==> src/rtl/booth_pkg.sv <==
// Shared types and constants for the radix-2 Booth multiplier control unit.
package booth_pkg;

    localparam int unsigned N_DEF = 3;
    localparam int unsigned ST_W  = 3;

    localparam logic [ST_W-1:0] IDLE  = 3'd0;
    localparam logic [ST_W-1:0] CARGA = 3'd1;
    localparam logic [ST_W-1:0] OPER  = 3'd2;
    localparam logic [ST_W-1:0] DESP  = 3'd3;
    localparam logic [ST_W-1:0] HECHO = 3'd4;

    localparam logic [1:0] Q_SUMA  = 2'b01;
    localparam logic [1:0] Q_RESTA = 2'b10;

    // Datapath strobe bundle; fin=1 is the quiescent "A holds" level.
    typedef struct packed {
        logic start;
        logic resta;
        logic desp;
        logic fin;
    } booth_strobe_t;

    localparam booth_strobe_t STRB_REPOSO = '{start: 1'b0, resta: 1'b0, desp: 1'b0, fin: 1'b1};

endpackage

==> src/rtl/booth_control_if.sv <==
// Handshake and datapath strobe bundle between the Booth control unit and its surroundings.
interface booth_control_if #(
    parameter int unsigned N = 3
);
    localparam int unsigned PW = 2 * N;

    logic          inicio;
    logic [1:0]    q;
    logic [PW-1:0] resultado;
    logic          start;
    logic          resta;
    logic          desp;
    logic          fin;
    logic          ocupado;
    logic          valido;
    logic [PW-1:0] producto;

    // Control unit side
    modport master (
        input  inicio, q, resultado,
        output start, resta, desp, fin, ocupado, valido, producto
    );

    // User + datapath side
    modport slave (
        output inicio, q, resultado,
        input  start, resta, desp, fin, ocupado, valido, producto
    );
endinterface

==> src/rtl/booth_iter_cnt.sv <==
// Iteration counter: clear, increment and a registered last-iteration flag (cnt == N-1).
module booth_iter_cnt #(
    parameter int unsigned N     = 3,
    parameter int unsigned CNT_W = 2
) (
    input  logic clk,
    input  logic rst_n,
    input  logic clr_i,
    input  logic inc_i,
    output logic ultimo_o
);
    logic [CNT_W-1:0] cnt_q, cnt_d;
    logic             ultimo_q;

    always_comb begin
        cnt_d = cnt_q;
        if (clr_i) begin
            cnt_d = '0;
        end else if (inc_i) begin
            cnt_d = cnt_q + CNT_W'(1);
        end
    end

    // Flag tracks the next count so it is valid in the same cycle as cnt_q.
    always_ff @(posedge clk or negedge rst_n) begin
        if (!rst_n) begin
            cnt_q    <= '0;
            ultimo_q <= 1'(N == 1);
        end else begin
            cnt_q    <= cnt_d;
            ultimo_q <= (cnt_d == CNT_W'(N - 1));
        end
    end

    assign ultimo_o = ultimo_q;

endmodule

==> src/rtl/booth_control.sv <==
// Radix-2 Booth multiplier control unit: sequences load, add/sub and shift strobes, registers product.
// Optional BOOTH_FAST_EN: q=00/11 iterations shift directly from OPER, skipping DESP.
module booth_control
    import booth_pkg::*;
#(
    parameter int unsigned N = N_DEF
) (
    input logic             clk,
    input logic             rst_n,
    booth_control_if.master bus
);
    localparam int unsigned CNT_W = $clog2(N + 1);
    localparam int unsigned PW    = 2 * N;

    logic [ST_W-1:0] state_q, state_d;
    booth_strobe_t   strb_c;
    logic            cnt_clr_c;
    logic            cnt_inc_c;
    logic            ultimo;
    logic [PW-1:0]   producto_q, producto_d;
    logic            valido_q, valido_d;

    booth_iter_cnt #(
        .N     (N),
        .CNT_W (CNT_W)
    ) u_cnt (
        .clk      (clk),
        .rst_n    (rst_n),
        .clr_i    (cnt_clr_c),
        .inc_i    (cnt_inc_c),
        .ultimo_o (ultimo)
    );

    always_ff @(posedge clk or negedge rst_n) begin
        if (!rst_n) begin
            state_q    <= IDLE;
            producto_q <= '0;
            valido_q   <= 1'b0;
        end else begin
            state_q    <= state_d;
            producto_q <= producto_d;
            valido_q   <= valido_d;
        end
    end

    // Next state and Mealy strobe decode
    always_comb begin
        state_d    = state_q;
        strb_c     = STRB_REPOSO;
        cnt_clr_c  = 1'b0;
        cnt_inc_c  = 1'b0;
        producto_d = producto_q;
        valido_d   = 1'b0;

        case (state_q)
            IDLE: begin
                if (bus.inicio) begin
                    state_d = CARGA;
                end
            end
            CARGA: begin
                strb_c.start = 1'b1;
                cnt_clr_c    = 1'b1;
                state_d      = OPER;
            end
            OPER: begin
                state_d = DESP;
                if (bus.q == Q_SUMA) begin
                    strb_c.fin = 1'b0;
                end else if (bus.q == Q_RESTA) begin
                    strb_c.fin   = 1'b0;
                    strb_c.resta = 1'b1;
                end
`ifdef BOOTH_FAST_EN
                else begin
                    strb_c.fin  = 1'b0;
                    strb_c.desp = 1'b1;
                    cnt_inc_c   = 1'b1;
                    state_d     = ultimo ? HECHO : OPER;
                end
`endif
            end
            DESP: begin
                strb_c.fin  = 1'b0;
                strb_c.desp = 1'b1;
                cnt_inc_c   = 1'b1;
                state_d     = ultimo ? HECHO : OPER;
            end
            HECHO: begin
                producto_d = bus.resultado;
                valido_d   = 1'b1;
                state_d    = IDLE;
            end
            default: begin
                state_d = IDLE;
            end
        endcase
    end

    assign bus.start    = strb_c.start;
    assign bus.resta    = strb_c.resta;
    assign bus.desp     = strb_c.desp;
    assign bus.fin      = strb_c.fin;
    assign bus.ocupado  = (state_q != IDLE);
    assign bus.valido   = valido_q;
    assign bus.producto = producto_q;

endmodule

==> src/flat_wrapper.sv <==
// flat-port wrapper written by rule: the top's interface ports become plain ports
module booth_control_flat import booth_pkg::*;
#(
    parameter int unsigned N = N_DEF
)
  (clk, rst_n, bus_inicio, bus_q, bus_resultado, bus_start, bus_resta, bus_desp, bus_fin, bus_ocupado, bus_valido, bus_producto);
  booth_control_if #(.N(N)) bus_i ();
  input logic clk;
  input logic rst_n;
  input wire logic [$bits(bus_i.inicio)-1:0] bus_inicio;
  input wire logic [$bits(bus_i.q)-1:0] bus_q;
  input wire logic [$bits(bus_i.resultado)-1:0] bus_resultado;
  output wire logic [$bits(bus_i.start)-1:0] bus_start;
  output wire logic [$bits(bus_i.resta)-1:0] bus_resta;
  output wire logic [$bits(bus_i.desp)-1:0] bus_desp;
  output wire logic [$bits(bus_i.fin)-1:0] bus_fin;
  output wire logic [$bits(bus_i.ocupado)-1:0] bus_ocupado;
  output wire logic [$bits(bus_i.valido)-1:0] bus_valido;
  output wire logic [$bits(bus_i.producto)-1:0] bus_producto;
  assign bus_i.inicio = bus_inicio;
  assign bus_i.q = bus_q;
  assign bus_i.resultado = bus_resultado;
  assign bus_start = bus_i.start;
  assign bus_resta = bus_i.resta;
  assign bus_desp = bus_i.desp;
  assign bus_fin = bus_i.fin;
  assign bus_ocupado = bus_i.ocupado;
  assign bus_valido = bus_i.valido;
  assign bus_producto = bus_i.producto;
  booth_control #(.N(N)) u_core (.clk(clk), .rst_n(rst_n), .bus(bus_i));
endmodule
==> config.mk <==
export PLATFORM = sky130hd
export DESIGN_NAME = booth_control_flat
export DESIGN_NICKNAME = d
export VERILOG_FILES = /design/src/rtl/booth_pkg.sv /design/src/rtl/booth_control_if.sv /design/src/rtl/booth_iter_cnt.sv /design/src/rtl/booth_control.sv /design/src/flat_wrapper.sv
export SDC_FILE = /design/constraint.sdc
export NUM_CORES = 1
export LEC_CHECK = 0
export CAP_MARGIN = 20
export CORE_UTILIZATION = 40
export CTS_CLUSTER_SIZE = 24
export DETAILED_ROUTE_END_ITERATION = 8
export PLACE_DENSITY = 0.79
export SLEW_MARGIN = 20
export SYNTH_ARGS = -nofsm -noshare
export SYNTH_HDL_FRONTEND = slang
export SYNTH_SLANG_ARGS = --single-unit
==> constraint.sdc <==
create_clock -name clk -period 1.55 [get_ports clk]
set_input_delay 0.2325 -clock clk [delete_from_list [all_inputs] [get_ports clk]]
set_output_delay 0.2325 -clock clk [all_outputs]
set_load 0.02 [all_outputs]
==> impl_metrics.py <==
metrics = {
    "run_status": {
        "status": "finished clean",
    },
    "timing": {
        "fin_setup_tns_ps": 0,
        "report.final.setup_viol": 0,
        "final_hold_viol_count": 0,
        "layout_worst_path_cycle_share_pct": 94.53,
        "timing_worst_slew_pin_value_ps": 565.0,
        "max_slew_margin_pct": 62.22,
        "timing_max_transition_violations_final": 0,
        "clock_skew_ps": 3.246,
        "rsz0062_at_grt": "no",
        "shortest_period_the_worst_path_allows_ps": 1465,
        "maxClockFrequency_mhz": 682.5,
    },
    "worst_setup_path": {
        "required_ps": 1320,
        "worstSetupPathType": "flop to output pin",
        "arrival_ps": 1230,
        "sort_of_element_at_the_end_of_the_critical_path": "output pin",
        "critical_path.startpoint_type": "flop",
        "worst-path-max-fanout": 6,
        "worst_r2r_path_depth": 5,
    },
    "global_route": {
        "gr-usage-all-layers_pct": 16.39,
        "antenna_found_initial": 0,
        "gr-total-overflow": 0,
        "grt_pass1_vias": 411,
        "grt_pass1_wl_um": 1628,
        "grt_max_degree": 14,
    },
    "power_and_ir_drop": {
        "pwr-share-comb_pct": 48.6,
        "power.density_nw_per_um2": 1665,
        "power.total_mw": 1.431,
        "clkPwrFrac_pct": 14.4,
        "net_switching_power_figure_mw": 0.5145,
        "leakagePower_nw": 0.4217,
        "pwr-share-seq_pct": 36.9,
        "switching_share_pct": 35.95,
        "vdd_drop_max_mv": 0.8548,
        "cellInternalPower_mw": 0.9167,
    },
    "synth": {
        "netlist-cell-type-count": 21,
        "synthDominantAreaCellType": "sky130_fd_sc_hd__dfrtp_1",
        "synth.cell_area_um2": 570.5,
        "dominant_combinational_cell_family_by_area_after_synthesis": "simple AND/OR/NAND/NOR gates",
        "ys_ff_latch": 13,
        "synth_top_area_share_pct": 57.02,
        "dominant_cells_by_area_after_synthesis": "sky130_fd_sc_hd__dfrtp_1 57%, sky130_fd_sc_hd__mux2_2 12%, sky130_fd_sc_hd__nand2b_1 3.3%",
        "synth-xor-area-share_pct": 0,
        "netlist_instances": 46,
        "post_syn_nets": 58,
        "synth_adder_area_share_pct": 2.193,
        "post_synthesis_mean_instance_area_um2": 12.40,
        "yosys.area_share.simple_pct": 21.05,
        "edff_count_synth": 0,
        "synth_async_sr_flop_share_pct": 100.0,
        "seq_area_frac_synth_pct": 57.02,
        "synthMuxAreaShare_pct": 11.84,
        "area_fraction_in_compound_gates_after_synthesis_pct": 5.044,
        "ys_dominant_reg_cell": "sky130_fd_sc_hd__dfrtp_1",
        "synth-warning-count": 0,
    },
    "clock_tree": {
        "tritoncts": "built",
        "worst_skew_pair.late_latency_ps": 270,
        "htree_levels": 1,
        "cts-buffers-inserted": 3,
        "clock-sinks": 13,
        "clock_tree.root_cell": "sky130_fd_sc_hd__clkbuf_4",
        "postCtsHoldBufs": 0,
        "clk_pin_slew_worst_paths_ps": 80,
        "ctsLongestPathBuffers": 2,
    },
    "floorplan": {
        "start_util_pct": 43.30,
        "die_width_um": 39.77,
        "placement_rows": 13,
        "design.die.area_um2": 1581,
        "pin_count": 23,
        "fp.coreArea_um2": 1318,
        "die-height_um": 39.77,
    },
    "final_layout": {
        "final_net_count": 90,
        "areaGrowthSynthToFinish_pct": 50.66,
        "post-route-cell-area_um2": 859.6,
        "drive_gt1_share_pct": 29.87,
        "final_core_utilization_pct": 65.24,
        "antenna_cells": 0,
        "final_cell_mix": "16 x sky130_fd_sc_hd__clkdlybuf4s50_1, 13 x sky130_fd_sc_hd__dfrtp_1, 7 x sky130_fd_sc_hd__buf_4",
        "commonest_non_fill_non_tap_cell_in_the_layout": "sky130_fd_sc_hd__clkdlybuf4s50_1",
        "layoutNonFillerInstCount": 92,
    },
    "place": {
        "post-dp-hpwl_um": 812.9,
        "port-buffer-count": 22,
        "placement.cell_area_um2": 834.6,
        "count_of_placed_standard_cells_including_taps": 86,
        "finalWeightedCongestion": 0.6819,
    },
    "detailed_routing": {
        "wl_per_cell_um": 11.77,
        "detailedRoute.firstPassIterationCount": 2,
        "detail_route.vias_per_cell": 4.772,
        "route.vias.total": 439,
        "drc_errors": 0,
        "postRouteAntennaNets": 0,
        "initialDrtViolationCount": 3,
        "routed_wl_um": 1083,
    },
    "flow_run": {
        "max_capacitance_violation_count": 0,
    },
    "worst_hold_path": {
        "hold_path.class": "input port to async pin",
    },
}
[stage by stage]
step,hold slack [ps],setup slack (ps)
final,317.1,84.78
after CTS,325.1,6.874
after detailed placement,442.0,-399.1
after global placement,443.4,-384.1
after floorplan,-63.09,239.0
after global routing,360.2,13.75
[worst max-delay path, cell delays in order, from the launching register on]
cell                      delay (ps)
sky130_fd_sc_hd__dfrtp_1         430
sky130_fd_sc_hd__or3_1           370
sky130_fd_sc_hd__buf_2           160
[flip-flops by register name, summed over array words and instances, names as in the netlist]
register and flops:
u_core.bus.producto 6, u_core.state_q 3, u_core.u_cnt.ultimo_o 1, u_core.u_cnt.cnt_q 2, u_core.bus.valido 1
[metal layers]
layer | vias up | track usage, % | wire [um]
li1 | 221 | - | -
met1 | 210 | 16.79 | 449
met2 | 8 | 28.28 | 579
met3 | 0 | 10.23 | 55
met4 | 0 | 2.586 | 0
met5 | - | 0 | 0
[path summary, 6_finish.rpt]
check / start / endpoint / slack, ps
worst max-delay path: u_core.state_q[2]$_DFFE_PN0P_ / bus_ocupado / 80
worst min-delay path: rst_n / u_core.bus.valido$_DFF_PN0_ / 320
worst max register to register: u_core.state_q[2]$_DFFE_PN0P_ / u_core.bus.producto[3]$_DFFE_PN0P_ / 100
worst min register to register: u_core.u_cnt.ultimo_o$_DFF_PN0_ / u_core.state_q[1]$_DFFE_PN0P_ / 450
max in group asynchronous: rst_n / u_core.bus.producto[5]$_DFFE_PN0P_ / 860
min in group clk: u_core.u_cnt.ultimo_o$_DFF_PN0_ / u_core.state_q[1]$_DFFE_PN0P_ / 450
[kinds of logic (layout without fill, tap and decap cells)]
kind of cell    after synthesis  count (layout)
compound gates                4               4
fa+ha+maj                     1               1
mux                           6               6
flops                        13              13
simple gates                 19              19
buf+inv                       3              34
[cells in the mapped netlist (2+ instances only)]
master / number
sky130_fd_sc_hd__nor3_1: 2
sky130_fd_sc_hd__nand2_1: 4
sky130_fd_sc_hd__mux2_2: 6
sky130_fd_sc_hd__nor2_1: 2
sky130_fd_sc_hd__nand3b_1: 2
sky130_fd_sc_hd__nand2b_1: 3
sky130_fd_sc_hd__dfrtp_1: 13
[what timing repair did]
action	CTS	global route
gates resized for setup	17	6
setup buffers	1	1
endpoints found under the setup margin	5	9
pin swaps	0	1
[final cells by class]
type,count,area [um2]
clock buffer,4,26.28
timing repair buffer,29,256.5
tap,15,18.77
fill,111,457.9
sequential,13,325.3
multi-input combinational,30,229.0
inverter,1,3.754
[power groups by stage]
stage	combinational (mW)	sequential, mW	clock [mW]
3_5_place_dp	0.719	0.536	0
4_1_cts	0.688	0.530	0.215
3_3_place_gp	0.705	0.531	0
2_1_floorplan	0.360	0.562	0
5_1_grt	0.747	0.551	0.233
6_report	0.696	0.529	0.207
No activity file was read; power rests on OpenSTA's default activity.
